<file path="src/rtl/axis_counter_source.sv">
// AXI4-Stream master emitting framed packets of incrementing counter data,
// with configurable length, inter-packet gap, data mode and packet limit.
module axis_counter_source #(
  parameter int DATA_W     = 16,
  parameter int START_VAL  = 800,
  parameter int PKT_LEN    = 9,
  parameter int GAP_CYCLES = 0,
  parameter int NUM_PKTS   = 0,
  parameter int MODE       = 0
) (
  input  logic              clk,
  input  logic              resetn,
  input  logic              enable,
  output logic              m_tvalid,
  input  logic              m_tready,
  output logic [DATA_W-1:0] m_tdata,
  output logic              m_tlast,
  output logic              m_tuser,
  output logic [15:0]       pkt_count,
  output logic              busy,
  output logic              done
);

  localparam logic [1:0] S_IDLE = 2'd0;
  localparam logic [1:0] S_SEND = 2'd1;
  localparam logic [1:0] S_GAP  = 2'd2;
  localparam logic [1:0] S_DONE = 2'd3;

  localparam int BEAT_W   = (PKT_LEN > 1) ? $clog2(PKT_LEN) : 1;
  localparam int GAP_W    = (GAP_CYCLES > 1) ? $clog2(GAP_CYCLES) : 1;
  localparam int GAP_LOAD = (GAP_CYCLES > 0) ? GAP_CYCLES - 1 : 0;

  localparam logic [DATA_W-1:0] START_DATA = DATA_W'(START_VAL);
  localparam logic [BEAT_W-1:0] LAST_BEAT  = BEAT_W'(PKT_LEN - 1);
  localparam logic [GAP_W-1:0]  GAP_INIT   = GAP_W'(GAP_LOAD);
  localparam logic [15:0]       NUM_LIMIT  = 16'(NUM_PKTS);
  localparam logic              SINGLE     = (PKT_LEN == 1);

  logic [1:0]        r_state;
  logic [BEAT_W-1:0] r_beat;
  logic [GAP_W-1:0]  r_gap;
  logic [DATA_W-1:0] r_acc;

  logic              w_xfer;
  logic              w_last;
  logic [BEAT_W-1:0] w_beat_inc;
  logic [DATA_W-1:0] w_acc_inc;
  logic [DATA_W-1:0] w_acc_next_pkt;
  logic [15:0]       w_cnt_inc;

  assign w_xfer         = m_tvalid && m_tready;
  assign w_last         = (r_beat == LAST_BEAT);
  assign w_beat_inc     = r_beat + 1'b1;
  assign w_acc_inc      = r_acc + 1'b1;
  assign w_acc_next_pkt = (MODE != 0) ? w_acc_inc : START_DATA;
  assign w_cnt_inc      = pkt_count + 16'd1;

  // r_acc always holds the value of the beat being (or about to be) presented.
  // NOTE: non-blocking assignments keep every register update on the same edge.
  always_ff @(posedge clk or negedge resetn) begin
    if (!resetn) begin
      r_state   <= S_IDLE;
      r_beat    <= '0;
      r_gap     <= '0;
      r_acc     <= START_DATA;
      m_tvalid  <= 1'b0;
      m_tdata   <= '0;
      m_tlast   <= 1'b0;
      m_tuser   <= 1'b0;
      pkt_count <= '0;
      busy      <= 1'b0;
      done      <= 1'b0;
    end else begin
      case (r_state)
        S_IDLE: begin
          if (enable && !done) begin
            r_state  <= S_SEND;
            busy     <= 1'b1;
            r_beat   <= '0;
            m_tvalid <= 1'b1;
            m_tdata  <= r_acc;
            m_tuser  <= 1'b1;
            m_tlast  <= SINGLE;
          end
        end
        S_SEND: begin
          if (w_xfer && !w_last) begin
            r_beat  <= w_beat_inc;
            r_acc   <= w_acc_inc;
            m_tdata <= w_acc_inc;
            m_tuser <= 1'b0;
            m_tlast <= (w_beat_inc == LAST_BEAT);
          end else if (w_xfer) begin
            pkt_count <= w_cnt_inc;
            r_acc     <= w_acc_next_pkt;
            r_beat    <= '0;
            if (NUM_PKTS != 0 && w_cnt_inc == NUM_LIMIT) begin
              r_state  <= S_DONE;
              done     <= 1'b1;
              busy     <= 1'b0;
              m_tvalid <= 1'b0;
              m_tuser  <= 1'b0;
              m_tlast  <= 1'b0;
            end else if (GAP_CYCLES > 0) begin
              r_state  <= S_GAP;
              r_gap    <= GAP_INIT;
              m_tvalid <= 1'b0;
              m_tuser  <= 1'b0;
              m_tlast  <= 1'b0;
            end else if (enable) begin
              m_tdata <= w_acc_next_pkt;
              m_tuser <= 1'b1;
              m_tlast <= SINGLE;
            end else begin
              r_state  <= S_IDLE;
              busy     <= 1'b0;
              m_tvalid <= 1'b0;
              m_tuser  <= 1'b0;
              m_tlast  <= 1'b0;
            end
          end
        end
        S_GAP: begin
          if (r_gap != '0) begin
            r_gap <= r_gap - 1'b1;
          end else if (enable) begin
            r_state  <= S_SEND;
            m_tvalid <= 1'b1;
            m_tdata  <= r_acc;
            m_tuser  <= 1'b1;
            m_tlast  <= SINGLE;
          end else begin
            r_state <= S_IDLE;
            busy    <= 1'b0;
          end
        end
        S_DONE: begin
          r_state <= S_DONE;
        end
        default: r_state <= S_IDLE;
      endcase
    end
  end

endmodule

</file>
<file path="config.mk">
export PLATFORM = sky130hd
export DESIGN_NAME = axis_counter_source
export DESIGN_NICKNAME = d
export VERILOG_FILES = /design/src/rtl/axis_counter_source.sv
export SDC_FILE = /design/constraint.sdc
export NUM_CORES = 1
export LEC_CHECK = 0
export ABC_AREA = 1
export CAP_MARGIN = 15
export CORE_ASPECT_RATIO = 1.4
export CORE_UTILIZATION = 55
export CTS_CLUSTER_SIZE = 30
export DETAILED_ROUTE_END_ITERATION = 7
export PLACE_DENSITY = 0.79
export SLEW_MARGIN = 20
export SYNTH_ARGS = -nofsm -noshare
export SYNTH_HDL_FRONTEND = slang
export SYNTH_SLANG_ARGS = --single-unit
</file>
<file path="constraint.sdc">
create_clock -name clk -period 2.1 [get_ports clk]
set_input_delay 0.525 -clock clk [delete_from_list [all_inputs] [get_ports clk]]
set_output_delay 0.525 -clock clk [all_outputs]
set_load 0.02 [all_outputs]
</file>
==> summary.md <==
| Metric | Value |
|---|---|
| Routed WL | 7260 um |
| Critical path's slowest cell | clkdlybuf4s50_1 |
| Post-synthesis sequential area ratio | 0.450 |
| Non-filler instance count after layout | 544 |
| Leakage power | 1.93 nW |
| Number of I/O pins | 41 |
| Min Hold Slack | 0.108 ns |
| Die X | 66.8 um |
| Clk pin slew, worst setup/hold paths | 0.07 ns |
| CTS buffer count | 9 |
| WL/cell | 13.3 um |
| First-pass GRT wire length | 12,300 um |
| Area Overhead vs Synth | 22.4% |
| Final HPWL DP | 5420 um |
| Sink Count | 58 |
| Placed cell count | 529 |
| Fmax achieved | 0.517 GHz |
| Pins Over Slew Limit | 0 |
| Post-route setup TNS | 0 ns |
| Design Power | 2.14 mW |
| Top cell type's share of synthesized area | 0.426 |
| Seq cells post-synth | 58 |
| Cell Rows | 32 |
| Diodes inserted | 0 |
| CP Capture Type | output pin |
| Crit Path Class | reg2out |
| RSZ-0062 raised after global routing | false |
| Critical path arrival | 1.41 ns |
| Clock root cell | clkbuf_8 |
| CP Buf/Inv Count | 1 |
| Layout cell share with drive strength beyond 1 | 0.116 |
| Synth Cell Area | 3230 sq um |
| Worst Max-Slew Pin Slew | 0.519 ns |
| Vias | 2,901 |
| Full die area | 6190 sq um |
| Post-CTS Setup Inserts | 0 |
| FF-to-FF Start | r_beat[0] |
| # hold bufs at CTS | 0 |
| Critical Path Max Stage Delay | 0.64 ns |
| Post-DP Area | 3770 sq um |
| Post-Layout Inst Area | 3960 sq um |
| PostCTS Resize Cnt | 0 |
| PwrDens | 540 nW/um^2 |
| Initial antenna violation count | 0 |
| Nets | 485 |
| CTS tree | done |
| Worst path cell trace | clkdlybuf4s50_1 |
| Max Root-Sink Buffers | 2 |
| Min Clock Period, post-route | 1.94 ns |
| Vias in the first global route | 2,766 |
| Leading area contributor after synthesis | dfrtp_1 |
| Max-slew headroom | 0.653 |
| EDFF count, synth | 0 |
| Main synth FF type | dfrtp_1 |
| Synth cell types | 37 |
| Routed vias/inst | 5.33 |
| Filler cells | 468 |
| DRT iter0 DRCs | 233 |
| Synth top area cells | dfrtp_1 43%, nand2_1 15%, o21ai_0 5.3% |
| RePlAce Congestion | 0.901 |
| Max cap viols | 0 |
| Die Y | 92.7 um |
| Clock H-tree levels | 3 |
| Most frequent cell after synthesis | nand2_1 |
| Async S/R FF share, synth | 1.00 |
| VDD IR max | 0.474 mV |
| Post-route clock period utilization | 0.922 |
| Worst-case clock skew | 0.00583 ns |
| Hold Fails Final Rpt | 0 |
| CORE AREA | 5610 sq um |
| Mapped Nets | 429 |
| CP required | 1.57 ns |
| Mean Syn Cell Area | 7.77 sq um |
| Starting Density | 0.577 |
| Final setup violation count | 0 |
| Yosys warning total | 1 |
| CP startpoint | pkt_count[4] |
| Grt ovf | 0 |
| Number of buffers added on ports | 39 |
| Final core utilization | 0.706 |
| CP max FO | 5 |
| Drt first pass iters | 5 |
| Setup slack at placement | 0.0181 ns |
| Startpoint Class | register |
| Type of the most critical hold path | in2async |
| Residual DRC | 0 |
| Setup WS post-layout | 0.164 ns |
| Largest delay share family, worst path | buffers and inverters |
| Status | completed |
| Largest net degree at the start of global routing | 28 |
| Number of routed nets with antenna violations | 0 |
| Synthesized instance count | 416 |
| Commonest cells in the netlist | 125 x nand2_1, 55 x dfrtp_1, 42 x inv_1 |
| Clk_lat worst skew | 0.34 ns |
| Total Routing Usage GR | 0.265 |
report_power, final:
group          internal [mW]  switching (mW)  leakage, nW
Clock                  0.546           0.436        0.101
Combinational         0.0103          0.0270         1.10
Sequential              1.12               0        0.732
Total                   1.67           0.463         1.93
registers in the layout, summed over array words and instances, names as in the netlist:
register,cells
r_state,2
r_acc,16
pkt_count,16
busy,1
m_tlast,1
m_tdata,16
m_tuser,1
r_beat,4
m_tvalid,1
metal layers:
| metal | global-route usage | up-vias | wire [um] | share of wire |
|---|---|---|---|---|
| li1 | - | 1442 | - | - |
| met2 | 0.444 | 81 | 3700 | 0.51 |
| met4 | 0.131 | 0 | 152 | 0.021 |
| met3 | 0.0369 | 16 | 320 | 0.044 |
| met1 | 0.326 | 1362 | 3080 | 0.42 |
| met5 | 0 | - | 0 | 0 |
cell type report:
type                    instances  area (sq um)  area share
inverters                      47           176      0.0446
repair buffers                 54           510       0.129
well taps                      68          85.1      0.0215
clock inverters                 2          10.0     0.00253
multi-input cells             302          1540       0.390
flip-flops and latches         58          1460       0.368
clock buffers                  13           179      0.0452
logic make-up (layout without fill, tap and decap cells):
kind of cell    Yosys count  after routing  synth area share
simple gates            220            220             0.301
xor+xnor                 13             13            0.0352
compound gates           59             59             0.104
fa+ha+maj                 9              9            0.0348
other cells               1              1           0.00116
flops                    58             58             0.450
buf+inv                  56            116            0.0728
worst paths after layout:
check / end / slack [ns] / depth (start not counted)
hold / removal: pkt_count[3] / 0.11 / 1
hold reg to reg: m_tdata[11] / 0.48 / 2
max in group asynchronous: r_acc[8] / 1.44 / 2
setup reg to reg: m_tdata[15] / 0.21 / 9
min in group clk: m_tdata[11] / 0.48 / 2
setup / recovery: pkt_count[4] / 0.16 / 1
placed cells by master (no fill, tap or decap), types with 10 or more instances in the layout:
cell type        Yosys  routed
clkdlybuf4s50_1      0      38
o21ai_0             34      34
buf_4                4      14
clkbuf_8             0      13
inv_1               42      42
nor2_1              38      38
nand2_1            125     125
nand3_1             31      31
a21oi_1             10      10
dfrtp_1             55      55
Note: power is estimated with default switching activity, not from simulation.
